File: src/rtl/multimem_reader_if.sv
// multimem_reader_if - port-B RAM bus plus pixel stream of the frame reader.
//   ram_b_address/ram_b_clk_enable/ram_b_reset : reader -> RAM port B
//   ram_b_data_out                             : RAM QB -> reader
//   pix_data/pix_valid/pix_last                : reader -> panel driver
//   pix_ready                                  : panel driver -> reader
// master = reader side, slave = RAM/consumer side.
interface multimem_reader_if #(
  parameter int ADDR_W = 11,
  parameter int DATA_W = 16
);
  logic [ADDR_W-1:0] ram_b_address;
  logic              ram_b_clk_enable;
  logic              ram_b_reset;
  logic [DATA_W-1:0] ram_b_data_out;
  logic [DATA_W-1:0] pix_data;
  logic              pix_valid;
  logic              pix_ready;
  logic              pix_last;

  modport master (
    output ram_b_address, ram_b_clk_enable, ram_b_reset,
    input  ram_b_data_out,
    output pix_data, pix_valid, pix_last,
    input  pix_ready
  );

  modport slave (
    input  ram_b_address, ram_b_clk_enable, ram_b_reset,
    output ram_b_data_out,
    input  pix_data, pix_valid, pix_last,
    output pix_ready
  );
endinterface

File: src/rtl/multimem_reader.sv
// multimem_reader - sequential frame reader for port B of the multimem framebuffer.
// On start (IDLE only) walks ROWS*WORDS_PER_ROW words from a latched base address,
// hides the one-cycle RAM latency behind a credit-gated 4-entry FIFO and streams
// words out on a valid/ready interface.
// Ports:
//   clk, reset      : clock, asynchronous active-low reset
//   start, abort    : frame request / synchronous cancel (abort wins)
//   base_addr       : first word address, latched on accepted start
//   frame_done      : one-cycle pulse after the final word is accepted
//   busy            : frame in progress
//   bus (master)    : port-B RAM signals and pixel stream
// Build option: define MULTIMEM_READER_BYTESWAP_EN to swap bytes of each captured word.
module multimem_reader #(
  parameter int ADDR_W        = 11,
  parameter int DATA_W        = 16,
  parameter int ROWS          = 32,
  parameter int WORDS_PER_ROW = 64
) (
  input  logic              clk,
  input  logic              reset,
  input  logic              start,
  input  logic              abort,
  input  logic [ADDR_W-1:0] base_addr,
  output logic              frame_done,
  output logic              busy,
  multimem_reader_if.master bus
);
  localparam int N     = ROWS * WORDS_PER_ROW;
  localparam int IDX_W = $clog2(N + 1);

  localparam logic [1:0] IDLE  = 2'd0;
  localparam logic [1:0] RUN   = 2'd1;
  localparam logic [1:0] DRAIN = 2'd2;

  logic [1:0]        state;
  logic [IDX_W-1:0]  idx;
  logic [ADDR_W-1:0] base_q;
  logic [ADDR_W-1:0] addr_q;
  // [0]: read issued, RAM samples next edge; [1]: QB valid, captured next edge
  logic [1:0]        vld_pipe;
  logic [1:0]        last_pipe;

  logic [DATA_W-1:0] fifo_data [4];
  logic [3:0]        fifo_last;
  logic [1:0]        wr_ptr, rd_ptr;
  logic [2:0]        fifo_count;

  logic              start_ok, run_issue, issue, credit_ok, push, pop, drain_done;
  logic              issue_last;
  logic [IDX_W-1:0]  issue_idx, next_idx;
  logic [ADDR_W-1:0] issue_addr;
  logic [2:0]        inflight;
  logic [DATA_W-1:0] cap_data;

  always_comb begin
    inflight   = {2'b00, vld_pipe[0]} + {2'b00, vld_pipe[1]};
    // every issued read already owns a FIFO slot, so pushes can never overflow
    credit_ok  = (fifo_count + inflight) < 3'd4;
    start_ok   = (state == IDLE) && start && !abort;
    run_issue  = (state == RUN) && credit_ok && !abort;
    issue      = start_ok || run_issue;
    issue_idx  = start_ok ? '0 : idx;
    next_idx   = issue_idx + IDX_W'(1);
    // modulo 2^ADDR_W wrap falls out of the truncating add
    issue_addr = (start_ok ? base_addr : base_q) + ADDR_W'(issue_idx);
    issue_last = (int'(issue_idx) % WORDS_PER_ROW) == (WORDS_PER_ROW - 1);
    push       = vld_pipe[1];
    pop        = bus.pix_valid && bus.pix_ready;
    // done on the edge that takes the final word (empty-FIFO case as a fallback)
    drain_done = (state == DRAIN) && (vld_pipe == 2'b00) &&
                 ((fifo_count == 3'd0) || ((fifo_count == 3'd1) && pop));
  end

`ifdef MULTIMEM_READER_BYTESWAP_EN
  assign cap_data = {bus.ram_b_data_out[7:0], bus.ram_b_data_out[DATA_W-1:8]};
`else
  assign cap_data = bus.ram_b_data_out;
`endif

  always_ff @(posedge clk or negedge reset) begin
    if (!reset) begin
      state      <= IDLE;
      idx        <= '0;
      base_q     <= '0;
      addr_q     <= '0;
      vld_pipe   <= '0;
      last_pipe  <= '0;
      frame_done <= 1'b0;
    end else if (abort) begin
      state      <= IDLE;
      vld_pipe   <= '0;
      last_pipe  <= '0;
      frame_done <= 1'b0;
    end else begin
      vld_pipe   <= {vld_pipe[0], issue};
      last_pipe  <= {last_pipe[0], issue && issue_last};
      frame_done <= drain_done;
      if (start_ok) base_q <= base_addr;
      if (issue) begin
        addr_q <= issue_addr;
        idx    <= next_idx;
        state  <= (next_idx == IDX_W'(N)) ? DRAIN : RUN;
      end else if (drain_done) begin
        state  <= IDLE;
      end
    end
  end

  always_ff @(posedge clk or negedge reset) begin
    if (!reset) begin
      for (int i = 0; i < 4; i++) fifo_data[i] <= '0;
      fifo_last  <= '0;
      wr_ptr     <= '0;
      rd_ptr     <= '0;
      fifo_count <= '0;
    end else if (abort) begin
      wr_ptr     <= '0;
      rd_ptr     <= '0;
      fifo_count <= '0;
    end else begin
      if (push) begin
        fifo_data[wr_ptr] <= cap_data;
        fifo_last[wr_ptr] <= last_pipe[1];
        wr_ptr            <= wr_ptr + 2'd1;
      end
      if (pop) rd_ptr <= rd_ptr + 2'd1;
      fifo_count <= fifo_count + 3'(push) - 3'(pop);
    end
  end

  assign busy                 = (state != IDLE);
  assign bus.ram_b_address    = addr_q;
  assign bus.ram_b_clk_enable = vld_pipe[0];
  assign bus.ram_b_reset      = 1'b0;
  assign bus.pix_valid        = (fifo_count != 3'd0);
  assign bus.pix_data         = fifo_data[rd_ptr];
  assign bus.pix_last         = bus.pix_valid && fifo_last[rd_ptr];
endmodule

File: src/flat_wrapper.sv
// flat-port wrapper written by rule: the top's interface ports become plain ports
module multimem_reader_flat 
#(
  parameter int ADDR_W        = 11,
  parameter int DATA_W        = 16,
  parameter int ROWS          = 32,
  parameter int WORDS_PER_ROW = 64
)
  (clk, reset, start, abort, base_addr, frame_done, busy, bus_ram_b_address, bus_ram_b_clk_enable, bus_ram_b_reset, bus_ram_b_data_out, bus_pix_data, bus_pix_valid, bus_pix_last, bus_pix_ready);
  multimem_reader_if #(.ADDR_W(ADDR_W), .DATA_W(DATA_W)) bus_i ();
  input  logic clk;
  input  logic reset;
  input  logic start;
  input  logic abort;
  input  logic [ADDR_W-1:0] base_addr;
  output logic frame_done;
  output logic busy;
  output wire logic [$bits(bus_i.ram_b_address)-1:0] bus_ram_b_address;
  output wire logic [$bits(bus_i.ram_b_clk_enable)-1:0] bus_ram_b_clk_enable;
  output wire logic [$bits(bus_i.ram_b_reset)-1:0] bus_ram_b_reset;
  input wire logic [$bits(bus_i.ram_b_data_out)-1:0] bus_ram_b_data_out;
  output wire logic [$bits(bus_i.pix_data)-1:0] bus_pix_data;
  output wire logic [$bits(bus_i.pix_valid)-1:0] bus_pix_valid;
  output wire logic [$bits(bus_i.pix_last)-1:0] bus_pix_last;
  input wire logic [$bits(bus_i.pix_ready)-1:0] bus_pix_ready;
  assign bus_ram_b_address = bus_i.ram_b_address;
  assign bus_ram_b_clk_enable = bus_i.ram_b_clk_enable;
  assign bus_ram_b_reset = bus_i.ram_b_reset;
  assign bus_i.ram_b_data_out = bus_ram_b_data_out;
  assign bus_pix_data = bus_i.pix_data;
  assign bus_pix_valid = bus_i.pix_valid;
  assign bus_pix_last = bus_i.pix_last;
  assign bus_i.pix_ready = bus_pix_ready;
  multimem_reader #(.ADDR_W(ADDR_W), .DATA_W(DATA_W), .ROWS(ROWS), .WORDS_PER_ROW(WORDS_PER_ROW)) u_core (.clk(clk), .reset(reset), .start(start), .abort(abort), .base_addr(base_addr), .frame_done(frame_done), .busy(busy), .bus(bus_i));
endmodule
File: config.mk
export PLATFORM = sky130hd
export DESIGN_NAME = multimem_reader_flat
export DESIGN_NICKNAME = d
export VERILOG_FILES = /design/src/rtl/multimem_reader_if.sv /design/src/rtl/multimem_reader.sv /design/src/flat_wrapper.sv
export SDC_FILE = /design/constraint.sdc
export NUM_CORES = 1
export LEC_CHECK = 0
export BUFFER_PORTS_ARGS = -buffer_cell sky130_fd_sc_hd__buf_2
export CAP_MARGIN = 30
export CORE_ASPECT_RATIO = 0.9
export CORE_UTILIZATION = 59
export DETAILED_ROUTE_END_ITERATION = 7
export PLACE_DENSITY_LB_ADDON = 0.15
export SLEW_MARGIN = 25
export SYNTH_ARGS = -nofsm -noshare
export SYNTH_HDL_FRONTEND = slang
export SYNTH_SLANG_ARGS = --single-unit
File: constraint.sdc
create_clock -name clk -period 3.8 [get_ports clk]
set_input_delay 0.38 -clock clk [delete_from_list [all_inputs] [get_ports clk]]
set_output_delay 0.38 -clock clk [all_outputs]
set_load 0.03 [all_outputs]
# Word-level counts from Yosys, hierarchy flattened
# Index checks and enable logic that the tools add are counted.
# op_classes
n_addsub	8
magnitude_cmp	7
eq_ne	5
mux	25
n_bitwise	3
reduce_logical	25
# ops
cell	n
64-bit bitwise mux	1
16-bit two-way mux	3
16-bit binary-select mux with 2-bit select	1
16-bit demux with 2-bit select	1
2-bit two-way mux	10
12-bit by 1-bit adder with 12-bit output (second input constant)	1
12-bit equality test (second input constant)	1
1-bit logical AND	12
12-bit two-way mux	1
11-bit adder	1
11-bit two-way mux	1
6-bit by 1-bit equality test with 1-bit output (second input constant)	1
3-bit >= comparator (second input constant)	2
2-bit by 3-bit less-than comparator with 1-bit output (second input constant)	2
2-bit inverter with 3-bit output	2
2-bit nonzero test	3
3-bit nonzero test	2
2-bit by 1-bit adder with 2-bit output (second input constant)	2
4-bit bitwise mux	1
2-bit logical NOT	2
2-bit AND reduction	2
3-bit by 1-bit adder with 3-bit output	1
3-bit adder	1
3-bit by 1-bit equality test with 1-bit output (second input constant)	1
other kinds (15)	18
# word_totals
reg_bits	116
out_inout_bits	33

# Depth between registers and ports, before layout
# depth
depth_word	9
ltp_mapped	13

# Worst setup path after synthesis
# Ideal clock, no wire load.
# synth_timing
kind	reg-to-reg
startpoint	reg u_core.state[1]
endpoint	reg u_core.addr_q[9], in the netlist u_core.bus.ram_b_address[9]
setup_ps	129
t_arrival_ps	2868
slack_ps	802
path_stages_with_launch	14
cell_sequence	dfrtp_1 or4b_1 buf_2 buf_2 clkbuf_1 nand2_1 nand2_1 ha_1 a21o_1 a21oi_1 nor2b_1 or3_1 mux2i_1 o31ai_2
# synth_between
elab_chain_len	5
word_cells_on_any_way	11
cone_classes	1 x add/sub; 1 x eq/ne; 2 x mux; 7 x reduce/logical
# synth_rtl
item	line	rtl
start: declaration	multimem_reader.sv:35	logic [1:0] state;
start signal: assignment	multimem_reader.sv:102	state <= (next_idx == IDX_W'(N)) ? DRAIN : RUN;
2-bit logical NOT or 2-bit by 1-bit equality test with 1-bit output (tied branches)	multimem_reader.sv:59, multimem_reader.sv:60	
1-bit logical AND, on equally long branches (2 in a row)	multimem_reader.sv:59, multimem_reader.sv:60	
11-bit two-way mux, or another cell as far along	multimem_reader.sv:65	issue_addr = (start_ok ? base_addr : base_q) + ADDR_W'(issue_idx);
11-bit adder or 2-bit AND reduction (tied branches)	-	
end signal: assignment	multimem_reader.sv:100	addr_q <= issue_addr;
end: declaration	multimem_reader.sv:38	logic [ADDR_W-1:0] addr_q;
# Several ways; a longest one is shown, not always the timed one.
# A chain may end at the register's enable or synchronous reset.

# Final worst setup path
# layout_timing
startpoint	reg u_core.state[1]
endpoint	reg u_core.addr_q[10], in the netlist u_core.bus.ram_b_address[10]
# Same word-level chain as after synthesis.

==> qor.csv <==
metric,value,unit
numCtsBuffers,17,
period_needed,3.24,ns
firstDrtPassIters,7,
drive_gt1_frac,0.350,
ys.flop_type,dfrtp_1,
nNetsFinal,613,
fin_util,0.717,
clk_latency,0.52,ns
ys_ff_latch,116,
final_cell_count_no_fill,700,
avgSynthCellArea,11.9,µm²
start_kind,flop,
fmax,0.308,GHz
wirelength,12100,µm
synthArstFlopShare,1.00,
hold_path_class,input pin to flop,
num_vias,3981,
pre_cts_ws,0.430,ns
fp.dieW,107,µm
p_leak,3.33,nW
slew_headroom,0.401,
m1WireLength,5830,µm
synth_nets,545,
grt_max_degree,56,
post_drt_via_cell_ratio,5.69,
crit_end,u_core.bus.ram_b_address[10],
wl_per_cell,17.3,µm
met2_length,5690,µm
coreArea,0.00966,mm²
cp_slowest_cell,or4b_1,
ys_types,57,
status,"finished, final reports clean",
r2r-start,u_core.state[1],
setup_viol,0,
h-tree-depth,4,
yosysWarningCount,0,
clk_pin_slew,0.06,ns
worstPathCellList,or4b_1 -> and2_4 -> nand2_1 -> fa_1 -> inv_1 -> maj3_1 -> a31oi_2 -> a31oi_1 -> xnor2_1 -> o21ai_0,
areaGrowthSynthToFinish,17.7,%
grt_overflow,0,
syn_inst,493,
ioPinCount,65,
io_buffers,63,
antenna_cells,0,
ff2ff_setup_slack,0.56,ns
multi_input_area,0.00280,mm²
irDropWorstVdd,414,µV
antenna_found_initial,0,
finClkSkew,0.00699,ns
worstSetupEndpointType,flop,
finalCritPeriodShare,0.853,
tns,0,ns
row_count,34,
grt_usage,0.257,
cap_viol_max_count,0,
met3_length,471,µm
first_global_vias,3986,
place_hpwl,7950,µm
arrival,3.64,ns
yosysSeqAreaShare,0.494,
crit_start,u_core.state[1],
clk_path_buf_depth,2,
netlist_area,0.00588,mm²
critPathMaxStageDelay,0.88,ns
hold_viol,0,
drt_iter0_drc,322,
worstMarginPinSlew,0.896,ns
drc_errors,0,
whs,0.0761,ns
clock-sinks,116,
fin_ws,0.557,ns
rsz0062_at_grt,false,
placedCellCount,667,
regArea,0.00290,mm²
highest_layer,met4,
rr_endpoint,u_core.bus.ram_b_address[10],
dieArea,0.0104,mm²
ff2ff_path_depth,10,
cts_root_buffer,clkbuf_8,
worstPathRequired,4.20,ns
start_util,0.609,
grt_pass1_wl,20100,µm
antenna_left,0,
synth_edf_count,0,
cp_max_fo,23,
die_h,96.7,µm
tritoncts,done,
crit_type,flop to flop,
gp_congestion,0.864,
fillCellCount,685,
drv_slew,0,
powerDensity,789,mW/mm²
==> where the power goes <==
group,switching (mW),internal (mW)
Sequential,0.249,1.57
Clock,0.609,1.07
Combinational,1.13,0.830
==> metrics by stage <==
| stage | area [µm²] | power, mW |
|---|---|---|
| floorplan | 5880 | 3.29 |
| global placement | 6290 | 3.72 |
| detailed placement | 6290 | 3.78 |
| CTS | 6920 | 5.49 |
| global route | 6920 | 5.74 |
| finish | 6920 | 5.46 |
==> synth_stat cells, types with 2 or more instances <==
cell type,instances,area share
a211oi_1,2,0.0026
a21o_1,2,0.0026
a21oi_1,10,0.0085
a31oi_1,2,0.0021
and2_1,10,0.011
and4_1,2,0.0030
buf_2,11,0.0094
buf_4,2,0.0026
clkbuf_1,6,0.0038
dfrtp_1,116,0.49
fa_1,2,0.0068
ha_1,18,0.038
inv_1,17,0.011
mux2_2,70,0.13
mux2i_1,5,0.0085
mux4_2,17,0.065
nand2_1,69,0.044
nand3_1,10,0.0085
nand4_1,4,0.0043
nor2_1,25,0.016
nor2_2,2,0.0021
nor2b_1,5,0.0053
nor3_1,3,0.0026
nor3b_1,2,0.0026
nor4_2,2,0.0043
nor4b_1,2,0.0030
o21ai_0,15,0.013
o21ai_1,2,0.0017
o21bai_1,3,0.0038
o31ai_1,2,0.0026
or3_1,4,0.0043
xnor2_1,20,0.030
xor2_1,7,0.010
==> routing by layer <==
metal,vias to the layer above,track usage
met4,0,0.0864
met1,1988,0.371
met3,13,0.0681
met2,106,0.377
li1,1874,-
met5,-,0
==> state kept, by name, summed over array words and instances (netlist names) <==
| signal | cells |
|---|---|
| u_core.fifo_count | 3 |
| u_core.idx | 12 |
| u_core.state | 2 |
| u_core.rd_ptr | 2 |
| u_core.base_q | 11 |
| u_core.vld_pipe | 2 |
| u_core.fifo_last | 4 |
| u_core.fifo_data | 64 |
| u_core.last_pipe | 2 |
| u_core.wr_ptr | 2 |
| u_core.bus.ram_b_address | 11 |
| u_core.frame_done | 1 |
==> cell type report <==
cell class                 instances  area share
sequential                       116       0.420
timing repair buffer              70      0.0539
tap                              126      0.0228
clock inverter                    15      0.0297
clock buffer                      17      0.0599
multi-input combinational        339       0.405
inverter                          17     0.00922
==> worst min path at each step <==
| stage | from | endpoint | slack [ns] | depth (start not counted) |
|---|---|---|---|---|
| after floorplan | reset | u_core.base_q[0] | 0.08 | 0 |
| after global placement | u_core.base_q[3] | u_core.base_q[3] | 0.45 | 2 |
| after detailed placement | u_core.base_q[9] | u_core.base_q[9] | 0.46 | 2 |
| after CTS | base_addr[9] | u_core.base_q[9] | 0.07 | 3 |
| after global routing | base_addr[1] | u_core.base_q[1] | 0.08 | 3 |
| final | base_addr[9] | u_core.base_q[9] | 0.08 | 3 |
==> placed cells by master, fill, tap and decap left out, types with 4 or more instances in the layout <==
master	count
dfrtp_1	116
mux2_2	70
nand2_1	69
buf_2	62
nor2_1	25
xnor2_1	20
ha_1	18
inv_1	17
mux4_2	17
clkbuf_16	16
o21ai_0	15
and2_1	10
a21oi_1	10
nand3_1	10
xor2_1	7
buf_4	7
nor2b_1	5
mux2i_1	5
or3_1	4
nand4_1	4
bufinv_16	4
clkinv_4	4
==> cells by family (layout without fill, tap and decap cells) <==
| logic type | Yosys count | after routing | share of synthesized area |
|---|---|---|---|
| flip-flops | 116 | 116 | 0.494 |
| XOR/XNOR | 27 | 27 | 0.0402 |
| AND/OR/NAND/NOR | 150 | 150 | 0.128 |
| other | 1 | 1 | 0.000638 |
| multiplexers | 92 | 92 | 0.208 |
| AO/OA/AOI/OAI | 48 | 48 | 0.0537 |
| buffers and inverters | 38 | 119 | 0.0292 |
| adder cells (fa/ha/maj) | 21 | 21 | 0.0468 |
==> timing repair <==
item	CTS	global route
buffers inserted	0	0
hold endpoints to repair	53	0
resized for setup	0	0
hold buffers	1	0
==> worst max-delay path: cells and delay by family (launching register included) <==
family | cells | cell delay, ns
AOI/OAI and AO/OA | 3 | 0.48
xor gates and xnor gates | 1 | 0.19
adders and majority gates | 2 | 0.63
buffers and inverters | 1 | 0.06
DFF | 1 | 0.46
and+or+nand+nor | 3 | 1.30
No activity file was read; power rests on OpenSTA's default activity.
